`src/rtl/serial_add_ctrl.sv`:
```
// Bit-serial adder controller: captures two WIDTH-bit operands, adds them one bit
// per cycle LSB first through a half-adder pair, and publishes sum/cout with a done pulse.

module halfAdder (
  input  logic a,
  input  logic b,
  output logic s,
  output logic c
);
  assign s = a ^ b;
  assign c = a & b;
endmodule

module serial_add_ctrl #(
  parameter int WIDTH = 8
) (
  input  logic             clk,
  input  logic             rst_n,
  input  logic             start,
  input  logic [WIDTH-1:0] a,
  input  logic [WIDTH-1:0] b,
  output logic             busy,
  output logic             done,
  output logic [WIDTH-1:0] sum,
  output logic             cout,
  output logic [1:0]       state_o
);

  localparam int CW = (WIDTH <= 2) ? 1 : $clog2(WIDTH);
  localparam logic [CW-1:0] LAST_BIT = CW'(WIDTH - 1);

  typedef enum logic [1:0] {
    IDLE = 2'b00,
    RUN  = 2'b01,
    DONE = 2'b10
  } state_t;

  state_t           state_q, state_d;
  logic [WIDTH-1:0] a_sh_q, a_sh_d;
  logic [WIDTH-1:0] b_sh_q, b_sh_d;
  logic [WIDTH-1:0] res_q, res_d;
  logic [WIDTH-1:0] sum_q, sum_d;
  logic             carry_q, carry_d;
  logic             cout_q, cout_d;
  logic [CW-1:0]    cnt_q, cnt_d;

  // One-bit full adder: two half adders, carries merged with an OR.
  logic ha0_s, ha0_c, fa_s, ha1_c, fa_c;

  halfAdder u_ha0 (
    .a (a_sh_q[0]),
    .b (b_sh_q[0]),
    .s (ha0_s),
    .c (ha0_c)
  );

  halfAdder u_ha1 (
    .a (ha0_s),
    .b (carry_q),
    .s (fa_s),
    .c (ha1_c)
  );

  assign fa_c = ha0_c | ha1_c;

  always_ff @(posedge clk or negedge rst_n) begin
    if (!rst_n) begin
      state_q <= IDLE;
      a_sh_q  <= '0;
      b_sh_q  <= '0;
      res_q   <= '0;
      sum_q   <= '0;
      carry_q <= 1'b0;
      cout_q  <= 1'b0;
      cnt_q   <= '0;
    end else begin
      state_q <= state_d;
      a_sh_q  <= a_sh_d;
      b_sh_q  <= b_sh_d;
      res_q   <= res_d;
      sum_q   <= sum_d;
      carry_q <= carry_d;
      cout_q  <= cout_d;
      cnt_q   <= cnt_d;
    end
  end

  always_comb begin
    state_d = state_q;
    a_sh_d  = a_sh_q;
    b_sh_d  = b_sh_q;
    res_d   = res_q;
    sum_d   = sum_q;
    carry_d = carry_q;
    cout_d  = cout_q;
    cnt_d   = cnt_q;
    case (state_q)
      IDLE: begin
        if (start) begin
          a_sh_d  = a;
          b_sh_d  = b;
          res_d   = '0;
          carry_d = 1'b0;
          cnt_d   = '0;
          state_d = RUN;
        end
      end
      RUN: begin
        a_sh_d  = a_sh_q >> 1;
        b_sh_d  = b_sh_q >> 1;
        res_d   = {fa_s, res_q[WIDTH-1:1]};
        carry_d = fa_c;
        cnt_d   = cnt_q + CW'(1);
        // The edge that consumes the last bit also publishes the result.
        if (cnt_q == LAST_BIT) begin
          sum_d   = {fa_s, res_q[WIDTH-1:1]};
          cout_d  = fa_c;
          state_d = DONE;
        end
      end
      DONE: begin
        state_d = IDLE;
      end
      default: begin
        state_d = IDLE;
      end
    endcase
  end

  assign busy    = (state_q == RUN);
  assign done    = (state_q == DONE);
  assign sum     = sum_q;
  assign cout    = cout_q;
  assign state_o = state_q;

endmodule

```
`config.mk`:
```
export PLATFORM = sky130hd
export DESIGN_NAME = serial_add_ctrl
export DESIGN_NICKNAME = d
export VERILOG_FILES = /design/src/rtl/serial_add_ctrl.sv
export SDC_FILE = /design/constraint.sdc
export NUM_CORES = 1
export LEC_CHECK = 0
export BUFFER_PORTS_ARGS = -buffer_cell sky130_fd_sc_hd__buf_2
export CORE_ASPECT_RATIO = 1.2
export CORE_UTILIZATION = 45
export CTS_BUF_LIST = sky130_fd_sc_hd__clkbuf_2 sky130_fd_sc_hd__clkbuf_4 sky130_fd_sc_hd__clkbuf_8
export DETAILED_ROUTE_END_ITERATION = 16
export PLACE_DENSITY = 0.72
export SLEW_MARGIN = 5
export SYNTH_ARGS = -nofsm -noshare
export SYNTH_HDL_FRONTEND = slang
export SYNTH_SLANG_ARGS = --single-unit
```
`constraint.sdc`:
```
create_clock -name clk -period 1.5 [get_ports clk]
set_clock_uncertainty 0.1 [all_clocks]
set_input_delay 0.45 -clock clk [delete_from_list [all_inputs] [get_ports clk]]
set_output_delay 0.45 -clock clk [all_outputs]
set_load 0.02 [all_outputs]
```
==> flow_summary.yaml <==
grt:
  grt_pass1_wl_mm: 6.085
  grt_max_degree: 39
  gr-usage-all-layers_pct: 18.88
  antenna_found_initial: 0
  grt_pass1_vias: 1284
  overflow: 0
worst_setup_path:
  slowest_stage: "dfrtp_2"
  reg2reg_depth: 5
  crit_buf_inv: 1
  cpPeakStageDelay_ns: 0.47
  cp-end-kind: "output port"
  critPathKind: "register to output port"
  crit_chain: "nor2b_4, buf_6"
  cp.required_ns: 0.95
  regToRegStartpoint: "cnt_q[0]$_DFFE_PN0P_"
  cp_top_family: "flip-flops"
  r2r_slack_ns: -0.05
  critical_path_arrival_ns: 1.08
  crit_path_start_kind: "register"
  worst-path-max-fanout: 6
  r2r-end: "cout$_DFFE_PN0P_"
final_layout:
  layout.nets: 212
  num_antenna_cells: 0
  final_cell_mix: "dfrtp_1, buf_2, buf_4"
  final_common_cell: "dfrtp_1"
  drive_gt1_share_pct: 58.12
  area_delta_synth_final_pct: 33.79
placed_design:
  port_buffers: 31
  dp_hpwl_mm: 2.455
  post-place-ws_ns: -0.1588
  gp_congestion: 0.8140
yosys:
  syn_inst: 140
  yosys.area.top_type: "dfrtp_1"
  syn_nets: 162
  netlist_area_mm2: 0.001899
  synth_area_leaders: "dfrtp_1, a211oi_2, mux2_4"
  yosysWarnings: 0
  ys_seq_area_share_pct: 50.07
  synth.distinct_cells: 27
  synth-seq-cells: 38
  syn_area_per_cell_um2: 13.57
  synth_top_cell_area_share_pct: 50.07
die:
  ios: 32
  core_mm2: 0.004004
  die-area_mm2: 0.004485
  die_h_um: 73.17
  start_util_pct: 47.44
  num_rows: 25
  die_x_um: 61.31
status:
  violations: "setup timing"
  status: "finished, violations left"
route:
  drt_first_pass_iters: 4
  wl_per_cell_um: 16.28
  route.vias.total: 1297
  wirelength_mm: 3.989
  drt-initial-drc-count: 47
  final_antenna_net_count: 0
  drc: 0
  via_per_inst: 5.294
clocking:
  cts_tree: "done"
  clkLatencyLatePin_ns: 0.29
  cts.sinks: 38
  clk_pin_slew_ns: 0.07
  clockRootBuffer: "clkbuf_8"
  numCtsBuffers: 5
  cts_hold_buf: 0
  htreeDepth: 2
  clockBufferDepth: 2
timing:
  rsz0062_at_grt: "yes"
  hold_ws_ns: 0.02590
  setup_ws_ns: -0.1336
  finalSetupViolations: 26
  fmax_ghz: 0.6122
  final_max_slew_viol_count: 0
  finalCritPeriodShare_pct: 108.9
  hold_viol: 0
  tightest_slew_ns: 0.4149
  post-route-min-period_ns: 1.634
  slew_headroom_pct: 72.26
pwr:
  p_leak_nw: 1.177
  switchingPower_mw: 1.843
  p_total_mw: 5.033
  seq_power_share_pct: 36.4
  comb_power_share_pct: 49.0
  ir_drop_v: 0.001063
  switching_share_pct: 36.61
  p_per_area_mw_per_mm2: 1981
  clkPwrFrac_pct: 14.6
  p_int_mw: 3.191
job:
  max_cap_violations: 0
worst_hold_path:
  hp-class: "input port to async pin"
## through the flow
| stage | instances | utilization, % | instance area, µm² | setup TNS [ns] |
|---|---|---|---|---|
| after global routing | 245 | 63.47 | 2541 | -2.496 |
| after floorplan | 140 | - | 1914 | 0 |
| after global placement | 224 | 53.75 | 2152 | -2.367 |
| final | 245 | 63.47 | 2541 | -0.9322 |
| after detailed placement | 224 | 53.75 | 2152 | -3.084 |
| after CTS | 243 | 59.56 | 2385 | -0.6450 |
## area by class of cell
| cell class | count | area (µm²) |
|---|---|---|
| clock inverters | 1 | 5.005 |
| fillers | 337 | 1463 |
| well taps | 54 | 67.56 |
| repair buffers | 54 | 401.6 |
| inverters | 16 | 60.06 |
| clock buffers | 7 | 90.09 |
| multi-input cells | 75 | 963.4 |
| flip-flops and latches | 38 | 953.4 |
## what timing repair did
| item | in CTS | in global routing |
|---|---|---|
| setup endpoints to repair | 40 | 31 |
| setup buffers | 10 | 4 |
| cloned | 1 | 0 |
| gates resized for setup | 12 | 20 |
| pin swaps | 0 | 15 |
## kinds of logic after synthesis
logic type	after synthesis	synth area share, %
flops	38	50.07
simple gates	33	16.40
compound gates	28	15.55
buf+inv	28	7.905
mux	10	7.707
fa+ha+maj	3	2.371
## layer usage
metal / track usage [%] / part of all wire (%) / up-vias
met1: 24.28 / 45 / 655
met5: 0 / 0 / -
met2: 30.80 / 51 / 28
met4: 7.576 / 1.3 / 0
li1: - / - / 609
met3: 3.546 / 3.1 / 5
## worst reg2reg max path, stage by stage, from the launching register on
cell	delay (ns)
dfrtp_1	0.40
ha_2	0.21
ha_4	0.16
nand3b_1	0.12
buf_12	0.15
mux2_4	0.30
## power by group through the flow
stage / clock network, mW / logic (mW) / registers [mW]
final: 0.736 / 2.46 / 1.83
after global routing: 0.784 / 2.66 / 1.89
after CTS: 0.750 / 2.25 / 1.82
after detailed placement: 0 / 2.01 / 1.85
after global placement: 0 / 1.92 / 1.83
after floorplan: 0 / 1.46 / 1.89
## flip-flops by register name, summed over array words and instances (netlist names)
register and flops:
a_sh_q 8, sum 8, res_q 7, cout 1, state_o 2, b_sh_q 8
carry_q 1, cnt_q 3
## worst max path at each step
stage | start | endpoint | depth (start not counted)
final | state_o[0]$_DFFE_PN0P_ | busy | 2
after detailed placement | start | b_sh_q[5]$_DFFE_PN0P_ | 3
after global placement | start | cnt_q[0]$_DFFE_PN0P_ | 3
after floorplan | state_o[0]$_DFFE_PN0P_ | done | 3
after global routing | state_o[0]$_DFFE_PN0P_ | busy | 2
after CTS | state_o[0]$_DFFE_PN0P_ | busy | 2
## cells in the mapped netlist
cell type	instances
a21oi_1	1
nor2b_1	1
nor3b_1	12
nor4b_2	7
a211oi_2	12
mux2_2	1
a22o_1	10
nor4bb_1	1
nand3b_1	2
or2_0	1
a221oi_1	2
o21bai_4	1
ha_1	2
dfrtp_1	38
buf_6	3
nor4b_1	7
fa_1	1
buf_4	1
inv_1	16
o221ai_1	1
a21o_1	1
clkbuf_1	1
nand2_1	1
buf_2	6
buf_8	1
nor2b_4	1
mux2_4	9
Note: power is estimated with default switching activity, not from simulation.
